<file path="config.mk">
export PLATFORM = sky130hd
export DESIGN_NAME = alu_seq
export DESIGN_NICKNAME = d
export VERILOG_FILES = /design/src/rtl/alu_seq.sv
export SDC_FILE = /design/constraint.sdc
export NUM_CORES = 1
export LEC_CHECK = 0
export BUFFER_PORTS_ARGS = -buffer_cell sky130_fd_sc_hd__buf_4
export CAP_MARGIN = 15
export CELL_PAD_IN_SITES_DETAIL_PLACEMENT = 0
export CELL_PAD_IN_SITES_GLOBAL_PLACEMENT = 1
export CORE_MARGIN = 1.5
export CORE_UTILIZATION = 30
export DETAILED_ROUTE_END_ITERATION = 10
export GPL_ROUTABILITY_DRIVEN = 1
export HOLD_SLACK_MARGIN = 0.1
export PLACE_DENSITY = 0.7
export SYNTH_ARGS = -nofsm -noshare
export SYNTH_HDL_FRONTEND = slang
export SYNTH_SLANG_ARGS = --single-unit
</file>
<file path="constraint.sdc">
create_clock -name clk -period 5.2 [get_ports clk]
set_input_delay 1.04 -clock clk [delete_from_list [all_inputs] [get_ports clk]]
set_output_delay 1.04 -clock clk [all_outputs]
set_load 0.02 [all_outputs]
</file>
<file path="src/rtl/alu_seq.sv">
// rtl/alu_seq.sv - registered RV32I ALU with valid/ready handshake
// Optional iterative RV32M multiply/divide unit compiled in when ALU_SEQ_MDIV_EN is defined.
module alu_seq #(
    parameter int WIDTH = 32
) (
    input  logic             clk,
    input  logic             rst,
    input  logic             in_valid,
    output logic             in_ready,
    input  logic [6:0]       opcode,
    input  logic [2:0]       func3,
    input  logic [6:0]       func7,
    input  logic [WIDTH-1:0] rs1,
    input  logic [WIDTH-1:0] rs2,
    input  logic [WIDTH-1:0] pc,
    output logic             out_valid,
    input  logic             out_ready,
    output logic [WIDTH-1:0] alu_result,
    output logic [WIDTH-1:0] pc_plus_4,
    output logic [WIDTH-1:0] jump_target,
    output logic             zero,
    output logic             branch_taken,
    output logic             illegal,
    output logic             busy
);
    localparam int SW = $clog2(WIDTH);
    localparam logic [6:0] OP_R    = 7'b0110011;
    localparam logic [6:0] OP_I    = 7'b0010011;
    localparam logic [6:0] OP_LD   = 7'b0000011;
    localparam logic [6:0] OP_ST   = 7'b0100011;
    localparam logic [6:0] OP_BR   = 7'b1100011;
    localparam logic [6:0] OP_JALR = 7'b1100111;
    localparam logic [6:0] OP_LUI  = 7'b0110111;

`ifdef ALU_SEQ_MDIV_EN
    typedef enum logic [1:0] {S_IDLE, S_MUL, S_DIV, S_DONE} state_t;
`else
    typedef enum logic {S_IDLE, S_DONE} state_t;
`endif

    state_t           state_q, state_d;
    logic [WIDTH-1:0] res_q, res_d, pc4_q, pc4_d, tgt_q, tgt_d;
    logic             zero_q, zero_d, taken_q, taken_d, ill_q, ill_d, res_we;

    logic [WIDTH-1:0] sum, diff, shl, shr, sra_v, pc4, base_res, tgt;
    logic [SW-1:0]    shamt;
    logic             lt_s, lt_u, taken, base_ill;

    assign shamt = rs2[SW-1:0];
    assign sum   = rs1 + rs2;
    assign diff  = rs1 - rs2;
    assign shl   = rs1 << shamt;
    assign shr   = rs1 >> shamt;
    assign sra_v = $signed(rs1) >>> shamt;
    assign lt_s  = $signed(rs1) < $signed(rs2);
    assign lt_u  = rs1 < rs2;
    assign pc4   = pc + WIDTH'(4);

    always_comb begin
        base_res = '0;
        base_ill = 1'b0;
        taken    = 1'b0;
        tgt      = pc + rs2;
        case (opcode)
            OP_R, OP_I: begin
                case (func3)
                    3'b000:  base_res = (opcode == OP_R && func7[5]) ? diff : sum;
                    3'b001:  base_res = shl;
                    3'b010:  base_res = {{(WIDTH-1){1'b0}}, lt_s};
                    3'b011:  base_res = {{(WIDTH-1){1'b0}}, lt_u};
                    3'b100:  base_res = rs1 ^ rs2;
                    3'b101:  base_res = func7[5] ? sra_v : shr;
                    3'b110:  base_res = rs1 | rs2;
                    default: base_res = rs1 & rs2;
                endcase
                // Only R-type carries a real func7; for OP-IMM it is immediate bits.
                if (opcode == OP_R && !(func7 == 7'b0000000 ||
                    (func7 == 7'b0100000 && (func3 == 3'b000 || func3 == 3'b101)))) begin
                    base_ill = 1'b1;
                    base_res = '0;
                end
            end
            OP_LD, OP_ST: base_res = sum;
            OP_BR: begin
                base_res = diff;
                case (func3)
                    3'b000:  taken = (rs1 == rs2);
                    3'b001:  taken = (rs1 != rs2);
                    3'b100:  taken = lt_s;
                    3'b101:  taken = !lt_s;
                    3'b110:  taken = lt_u;
                    3'b111:  taken = !lt_u;
                    default: begin
                        base_ill = 1'b1;
                        base_res = '0;
                    end
                endcase
            end
            OP_JALR: begin
                base_res = pc4;
                tgt      = {sum[WIDTH-1:1], 1'b0};
            end
            OP_LUI:  base_res = rs2;
            default: base_ill = 1'b1;
        endcase
    end

`ifdef ALU_SEQ_MDIV_EN
    logic [2:0]         f3_q, f3_d;
    logic [SW-1:0]      cnt_q, cnt_d;
    logic [2*WIDTH-1:0] acc_q, acc_d, mcand_q, mcand_d, addend, prod;
    logic [WIDTH-1:0]   mplier_q, mplier_d, rem_q, rem_d, quo_q, quo_d, dvsr_q, dvsr_d;
    logic [WIDTH-1:0]   quo_n, rem_n, mag1, mag2;
    logic [WIDTH:0]     rsh, rsub;
    logic               bsgn_q, bsgn_d, negq_q, negq_d, negr_q, negr_d;
    logic               is_m, last, sgn, s1, s2, asgn, ovf;

    assign is_m   = (opcode == OP_R) && (func7 == 7'b0000001);
    assign last   = (cnt_q == SW'(WIDTH-1));
    // Signed multiplier: the top bit weighs -2^(WIDTH-1), so the last step subtracts.
    assign addend = mplier_q[0] ? mcand_q : '0;
    assign prod   = (last && bsgn_q) ? acc_q - addend : acc_q + addend;
    assign rsh    = {rem_q, quo_q[WIDTH-1]};
    assign rsub   = rsh - {1'b0, dvsr_q};
    assign quo_n  = {quo_q[WIDTH-2:0], ~rsub[WIDTH]};
    assign rem_n  = rsub[WIDTH] ? rsh[WIDTH-1:0] : rsub[WIDTH-1:0];
    assign sgn    = ~func3[0];
    assign s1     = sgn & rs1[WIDTH-1];
    assign s2     = sgn & rs2[WIDTH-1];
    assign mag1   = s1 ? -rs1 : rs1;
    assign mag2   = s2 ? -rs2 : rs2;
    assign asgn   = func3[1] ^ func3[0];
    assign ovf    = sgn && (rs1 == {1'b1, {(WIDTH-1){1'b0}}}) && (rs2 == '1);
    assign busy   = (state_q == S_MUL) || (state_q == S_DIV);
`else
    assign busy   = 1'b0;
`endif

    always_comb begin
        state_d = state_q;
        res_d   = res_q;
        pc4_d   = pc4_q;
        tgt_d   = tgt_q;
        taken_d = taken_q;
        ill_d   = ill_q;
        res_we  = 1'b0;
`ifdef ALU_SEQ_MDIV_EN
        f3_d     = f3_q;
        cnt_d    = cnt_q;
        acc_d    = acc_q;
        mcand_d  = mcand_q;
        mplier_d = mplier_q;
        bsgn_d   = bsgn_q;
        rem_d    = rem_q;
        quo_d    = quo_q;
        dvsr_d   = dvsr_q;
        negq_d   = negq_q;
        negr_d   = negr_q;
`endif
        case (state_q)
            S_IDLE: if (in_valid) begin
                pc4_d   = pc4;
                tgt_d   = tgt;
                taken_d = taken;
                ill_d   = base_ill;
                res_d   = base_res;
                res_we  = 1'b1;
                state_d = S_DONE;
`ifdef ALU_SEQ_MDIV_EN
                if (is_m) begin
                    ill_d  = 1'b0;
                    f3_d   = func3;
                    cnt_d  = '0;
                    res_d  = res_q;
                    res_we = 1'b0;
                    if (!func3[2]) begin
                        acc_d    = '0;
                        mcand_d  = {{WIDTH{asgn & rs1[WIDTH-1]}}, rs1};
                        mplier_d = rs2;
                        bsgn_d   = (func3[1:0] == 2'b01);
                        state_d  = S_MUL;
                    end else if (rs2 == '0) begin
                        res_d  = func3[1] ? rs1 : '1;
                        res_we = 1'b1;
                    end else if (ovf) begin
                        res_d  = func3[1] ? '0 : rs1;
                        res_we = 1'b1;
                    end else begin
                        rem_d   = '0;
                        quo_d   = mag1;
                        dvsr_d  = mag2;
                        negq_d  = s1 ^ s2;
                        negr_d  = s1;
                        state_d = S_DIV;
                    end
                end
`endif
            end
`ifdef ALU_SEQ_MDIV_EN
            S_MUL: begin
                acc_d    = prod;
                mcand_d  = mcand_q << 1;
                mplier_d = mplier_q >> 1;
                cnt_d    = cnt_q + SW'(1);
                if (last) begin
                    res_d   = (f3_q[1:0] == 2'b00) ? prod[WIDTH-1:0] : prod[2*WIDTH-1:WIDTH];
                    res_we  = 1'b1;
                    state_d = S_DONE;
                end
            end
            S_DIV: begin
                rem_d = rem_n;
                quo_d = quo_n;
                cnt_d = cnt_q + SW'(1);
                if (last) begin
                    res_d   = f3_q[1] ? (negr_q ? -rem_n : rem_n) : (negq_q ? -quo_n : quo_n);
                    res_we  = 1'b1;
                    state_d = S_DONE;
                end
            end
`endif
            S_DONE: if (out_ready) state_d = S_IDLE;
            default: state_d = S_IDLE;
        endcase
        zero_d = res_we ? (res_d == '0) : zero_q;
    end

    always_ff @(posedge clk or posedge rst) begin
        if (rst) begin
            state_q <= S_IDLE;
            res_q   <= '0;
            pc4_q   <= '0;
            tgt_q   <= '0;
            zero_q  <= 1'b0;
            taken_q <= 1'b0;
            ill_q   <= 1'b0;
`ifdef ALU_SEQ_MDIV_EN
            f3_q     <= '0;
            cnt_q    <= '0;
            acc_q    <= '0;
            mcand_q  <= '0;
            mplier_q <= '0;
            bsgn_q   <= 1'b0;
            rem_q    <= '0;
            quo_q    <= '0;
            dvsr_q   <= '0;
            negq_q   <= 1'b0;
            negr_q   <= 1'b0;
`endif
        end else begin
            state_q <= state_d;
            res_q   <= res_d;
            pc4_q   <= pc4_d;
            tgt_q   <= tgt_d;
            zero_q  <= zero_d;
            taken_q <= taken_d;
            ill_q   <= ill_d;
`ifdef ALU_SEQ_MDIV_EN
            f3_q     <= f3_d;
            cnt_q    <= cnt_d;
            acc_q    <= acc_d;
            mcand_q  <= mcand_d;
            mplier_q <= mplier_d;
            bsgn_q   <= bsgn_d;
            rem_q    <= rem_d;
            quo_q    <= quo_d;
            dvsr_q   <= dvsr_d;
            negq_q   <= negq_d;
            negr_q   <= negr_d;
`endif
        end
    end

    assign in_ready     = (state_q == S_IDLE);
    assign out_valid    = (state_q == S_DONE);
    assign alu_result   = res_q;
    assign pc_plus_4    = pc4_q;
    assign jump_target  = tgt_q;
    assign zero         = zero_q;
    assign branch_taken = taken_q;
    assign illegal      = ill_q;
endmodule

</file>
# == Yosys cells after proc, flatten, opt, wreduce, memory -nomap -nowiden ==
# Cells that the tools add are included.
# Widths: inputs -> output; s select.
# op_classes
n_div,0
bitwise,4
n_eq_ne,17
magnitude_cmp,2
n_reduce_logical,16
n_addsub,4
mux,18
n_shift,3
mul,0
# ops
cell,n
$mux 32,7
$pmux 32 s7,1
$pmux 32 s5,1
$add 32x32->32,2
$lt 32x32->1,2
$add 32x3->32 const B,1
$and 32x32->32,1
$eq 32x32->1,1
$logic_not 32->1,1
$ne 32x32->1,1
$or 32x32->32,1
$shl 32x5->32,1
$shr 32x5->32,1
$sshr 32x5->32,1
$sub 32x32->32,1
$xor 32x32->32,1
$eq 7x6->1 const B,4
$eq 7x7->1 const B,2
$eq 3x3->1 const B,4
$eq 7x2->1 const B,1
$eq 7x5->1 const B,1
$logic_not 7->1,1
$eq 3x2->1 const B,2
$mux 1,6
other kinds (13),19
# totals
elab_cells,71
romBits,0
n_memories,0
in_bits,117
ramBits,0
register_bits,100
latchBits,0

# == Logic depth before layout (Yosys ltp) ==
# depth
ltp_word,11
mapped_depth,19
ltp_nobuf,16

# == Worst setup path after synthesis ==
# Ideal clock, no wire load.
# synth_path
kind,input to register
start,input port rs2[1]
end,register zero_q (netlist: zero)
path_stages,18
n_path_buf,3
arrival_ns,5.567
setup_ns,0.103
required_ns,5.097
setup_slack_ns,-0.471
cell_sequence,buf_2 inv_2 buf_1 buf_1 ha_1 a211o_1 a21o_1 o211a_1 o41ai_2 o21a_1 o31ai_1 a21oi_1 o41ai_2 a21boi_0 a311oi_1 or4_1 or2_2 o41ai_2
# synth_via
elab_chain_cells,8
elab_cells_between_ends,19
cone_classes,2 x add/sub; 2 x order compare; 3 x shift; 8 x mux; 3 x bitwise; 1 x reduce/logical
# synth_lines
item,line,text
"start, declared",14,"input logic [WIDTH-1:0] rs2,"
"$add 32x32->32, or another cell as far along",50,assign sum = rs1 + rs2;
$mux 32 (on tied branches),"67, 72",
$pmux 32 s7,66,case (func3)
$mux 32,77,if (opcode == OP_R && !(func7 == 7'b0000000 ||
$pmux 32 s5 *,64,case (opcode)
$mux 32 *,161,S_IDLE: if (in_valid) begin
$mux 32 *,160,case (state_q)
net res_d[25],42,"logic [WIDTH-1:0] res_q, res_d, pc4_q, pc4_d, tgt_q, tgt_d;"
$logic_not 32->1 *,225,zero_d = res_we ? (res_d == '0) : zero_q;
"end signal, assigned",255,zero_q <= zero_d;
"end, declared",43,"logic zero_q, zero_d, taken_q, taken_d, ill_q, ill_d, res_we;"
# Mark *: on every way through the listed nets, which the timed path passes. The rest lies on a longest branch.
# A chain may end at the register's enable or synchronous reset.

# == Final worst setup path ==
# layout_path
start,input port rs1[0]
end,register zero_q (netlist: zero)
# layout_via
elab_chain_cells,8
elab_cells_between_ends,19
cone_classes,2 x add/sub; 2 x order compare; 3 x shift; 8 x mux; 3 x bitwise; 1 x reduce/logical
# layout_lines
item,line,text
"start, declared",13,"input logic [WIDTH-1:0] rs1,"
"$add 32x32->32, or another cell as far along",50,
$mux 32 (on tied branches),"67, 72",
$pmux 32 s7,66,
$mux 32,77,
$pmux 32 s5 *,64,
$mux 32 *,161,
$mux 32 *,160,
net res_d[20],42,
$logic_not 32->1 *,225,
# Marks and branches as above.

==> flow_summary.toml <==
[run_status]
run_status = "finished, final reports clean"

[setup_path]
slowest_delay_ns = 0.61
path_max_fanout = 4
crit_chain = "buf_4 -> inv_1 -> ha_1 -> fa_1 -> o21bai_1 -> buf_4 -> a2111oi_4 -> nor3_2 -> o21ai_2 -> a41o_1 -> xnor2_1 -> a221oi_1 -> o21ai_2 -> or4_4 -> or3_1 -> nor4_2 -> buf_4 -> nand4b_1 -> o41ai_2"
cp-startpoint = "rs1[0]"
critical_path_class = "in2reg"
r2r_cells = 14
r2r_start = "out_valid"
path_common_cell = "buf_4"
critPathSlowestCell = "or4_4"
arrival_ns = 5.34
rrSetupSlack_ns = 1.53
cp_data_required_time_ns = 5.49
critPathCaptureType = "flip-flop"
start_kind = "input pin"

[layout]
final_cell_area_um2 = 22900
area_growth_pct = 32.4
antennaDiodeCount = 0
final_core_util = 0.404
final_layout_size_suffix_gt1_frac = 0.257
final_nets = 3196
final_cell_mix = "638 x buf_4, 305 x nand2_1, 221 x a21oi_1"
final_common_cell = "buf_4"

[synthesis]
synth_seq_cells = 100
avgSynthCellArea_um2 = 7.10
synth-edff-count = 0
synth_area_leaders = "dfrtp_1 14%, ha_1 11%, nand2_1 6.6%, a21oi_1 6.4%, o21ai_0 6.1%"
synth_warnings = 0
syn_inst = 2438
synthFlopType = "dfrtp_1"
syn_area_um2 = 17300
synth_top_area_frac = 0.145
synthesis.nets = 2704
ys_async_sr_fraction = 1.00
synth_largest_area_cell = "dfrtp_1"
ys_seq_area_frac = 0.145
synth.distinct_cells = 90

[clock_tree]
cts_max_path_buffers = 2
htree_levels = 3
ctsHoldBuffers = 0
cts.clk_slew.worst_paths_ns = 0.08
worstSkewPairLatency_ns = 0.40
clkSinkCount = 100
cts-root-buf = "clkbuf_16"
post_cts_buffers = 0
numCtsBuffers = 9
cts_tree = "done"

[drt]
routed_wl_mm = 102
antenna_left = 0
wire_per_inst_um = 27.7
route.detailed.drc = 0
vias = 22200
routed_via_density = 6.01
dr.pass1.iters = 8
drt-initial-drc-count = 2207

[global_routing]
antenna_found_initial = 2
grt_pass1_wl_mm = 149
grt_use_total = 0.338
grt-ovfl-total = 0
grt_start_max_net_pins = 97
grt_pass1_vias = 21900

[timing]
setup_tns_ns = 0
finalHoldWorstSlack_ns = 0.480
slew_violations = 0
fin_crit_sh = 0.971
setup_violations = 0
fmax_mhz = 198
tightest_slew_ns = 1.10
rsz0062_at_grt = "no"
period_minus_slack_ns = 5.05
relSlewSlack = 0.246
fin_skew_ns = 0.0204
hold_viol_final = 0

[power_and_ir_drop]
power_mw = 4.42
p_seq_frac = 0.225
clockPowerShare = 0.168
internal_power_mw = 2.35
leakage_nw = 10.4
switchingPower_mw = 2.08
peakVddDrop_mv = 0.171
p_comb_frac = 0.607
swShare = 0.470
p_per_area_nw_per_um2 = 193

[placed_design]
dp_hpwl_mm = 84.6
gp_congestion = 1.03
placed_area_um2 = 22600
portBuffers = 217

[die]
dieArea_um2 = 59200
start_util = 0.305
ioPinCount = 219
die_h_um = 243
die_w_um = 243
core_area_um2 = 56700
rows = 87

[hold_path]
hp-class = "reg2reg"
hold_start = "alu_result[8]"
min_path_cells = 2

[job]
cap_viol_max_count = 0
-- what timing repair did --
| action | in CTS | in global routing |
|---|---|---|
| gates cloned | 0 | 0 |
| endpoints found under the setup margin | 1 | 1 |
| pin swaps | 0 | 1 |
| resized for setup | 1 | 7 |
-- kinds of logic after synthesis --
logic type               Yosys count  share of synthesized area
AO/OA/AOI/OAI                    874                      0.332
AND/OR/NAND/NOR                  824                      0.221
buffers and inverters            284                     0.0664
adder cells (fa/ha/maj)          149                      0.109
XOR/XNOR                         108                     0.0546
flip-flops                       100                      0.145
multiplexers                      98                     0.0725
other                              1                   0.000217
-- critical path, delay by kind of cell --
kind | cells | cell delay (ns)
adders and majority gates | 2 | 0.40
AOI/OAI and AO/OA | 7 | 1.86
buffers and inverters | 4 | 0.51
and+or+nand+nor | 5 | 1.42
xor gates and xnor gates | 1 | 0.10
-- power groups by stage --
| stage | Sequential [mW] | Combinational [mW] | Clock [mW] |
|---|---|---|---|
| 2_1_floorplan | 1.15 | 1.19 | 0 |
| 3_3_place_gp | 1.01 | 2.63 | 0 |
| 3_5_place_dp | 1.01 | 2.63 | 0 |
| 4_1_cts | 1.00 | 2.64 | 0.753 |
| 5_1_grt | 1.01 | 2.85 | 0.780 |
| 6_report | 0.997 | 2.68 | 0.743 |
-- routing by layer --
metal  vias to the layer above  share of wire  track usage
li1                      10000              -            -
met1                     10800           0.42        0.432
met2                      1108           0.46        0.552
met3                       242          0.063       0.0470
met4                         2          0.057        0.172
met5                         -        0.00015            0
-- flip-flops by register name, summed over array words and instances, names as in the netlist --
name / flops
illegal: 1
pc_plus_4: 32
zero: 1
jump_target: 32
alu_result: 32
out_valid: 1
branch_taken: 1
-- path summary, 6_finish.rpt --
| kind | to |
|---|---|
| worst min-delay path | alu_result[8] |
| worst min register to register | alu_result[8] |
| max in group asynchronous | pc_plus_4[1] |
| worst max-delay path | zero |
| worst max register to register | zero |
| min in group asynchronous | pc_plus_4[28] |
-- metrics by stage --
stage / std cells / worst slack (ns)
after floorplan: 2438 / 0.000866
after global placement: 3675 / -0.300
after detailed placement: 3675 / -0.404
after CTS: 3691 / 0.0584
after global routing: 3691 / 0.0108
final: 3691 / 0.149
-- cells in the mapped netlist (17+ instances only) --
cell / count
a211oi_1: 25
a21o_1: 23
a21oi_1: 223
a221oi_1: 25
a22oi_1: 43
a31oi_1: 26
and3_1: 20
buf_1: 27
buf_2: 18
clkbuf_1: 109
dfrtp_1: 100
ha_1: 146
inv_1: 108
mux2_2: 23
mux2i_1: 56
mux4_2: 17
nand2_1: 306
nand2b_1: 43
nand3_1: 64
nand4_1: 29
nor2_1: 190
nor2b_1: 25
nor3_1: 60
o211ai_1: 38
o21a_1: 17
o21ai_0: 212
o21bai_1: 18
o221ai_1: 27
o22ai_1: 25
o31ai_1: 19
or3_1: 19
xnor2_1: 78
xor2_1: 30
-- layout make-up --
class	instances	area, um^2
fillers	5992	33800
clock inverters	6	55.1
multi-input cells	2054	13700
repair buffers	650	5020
well taps	756	946
clock buffers	10	239
inverters	115	434
flip-flops and latches	100	2500
(Power assumes the default switching activity.)
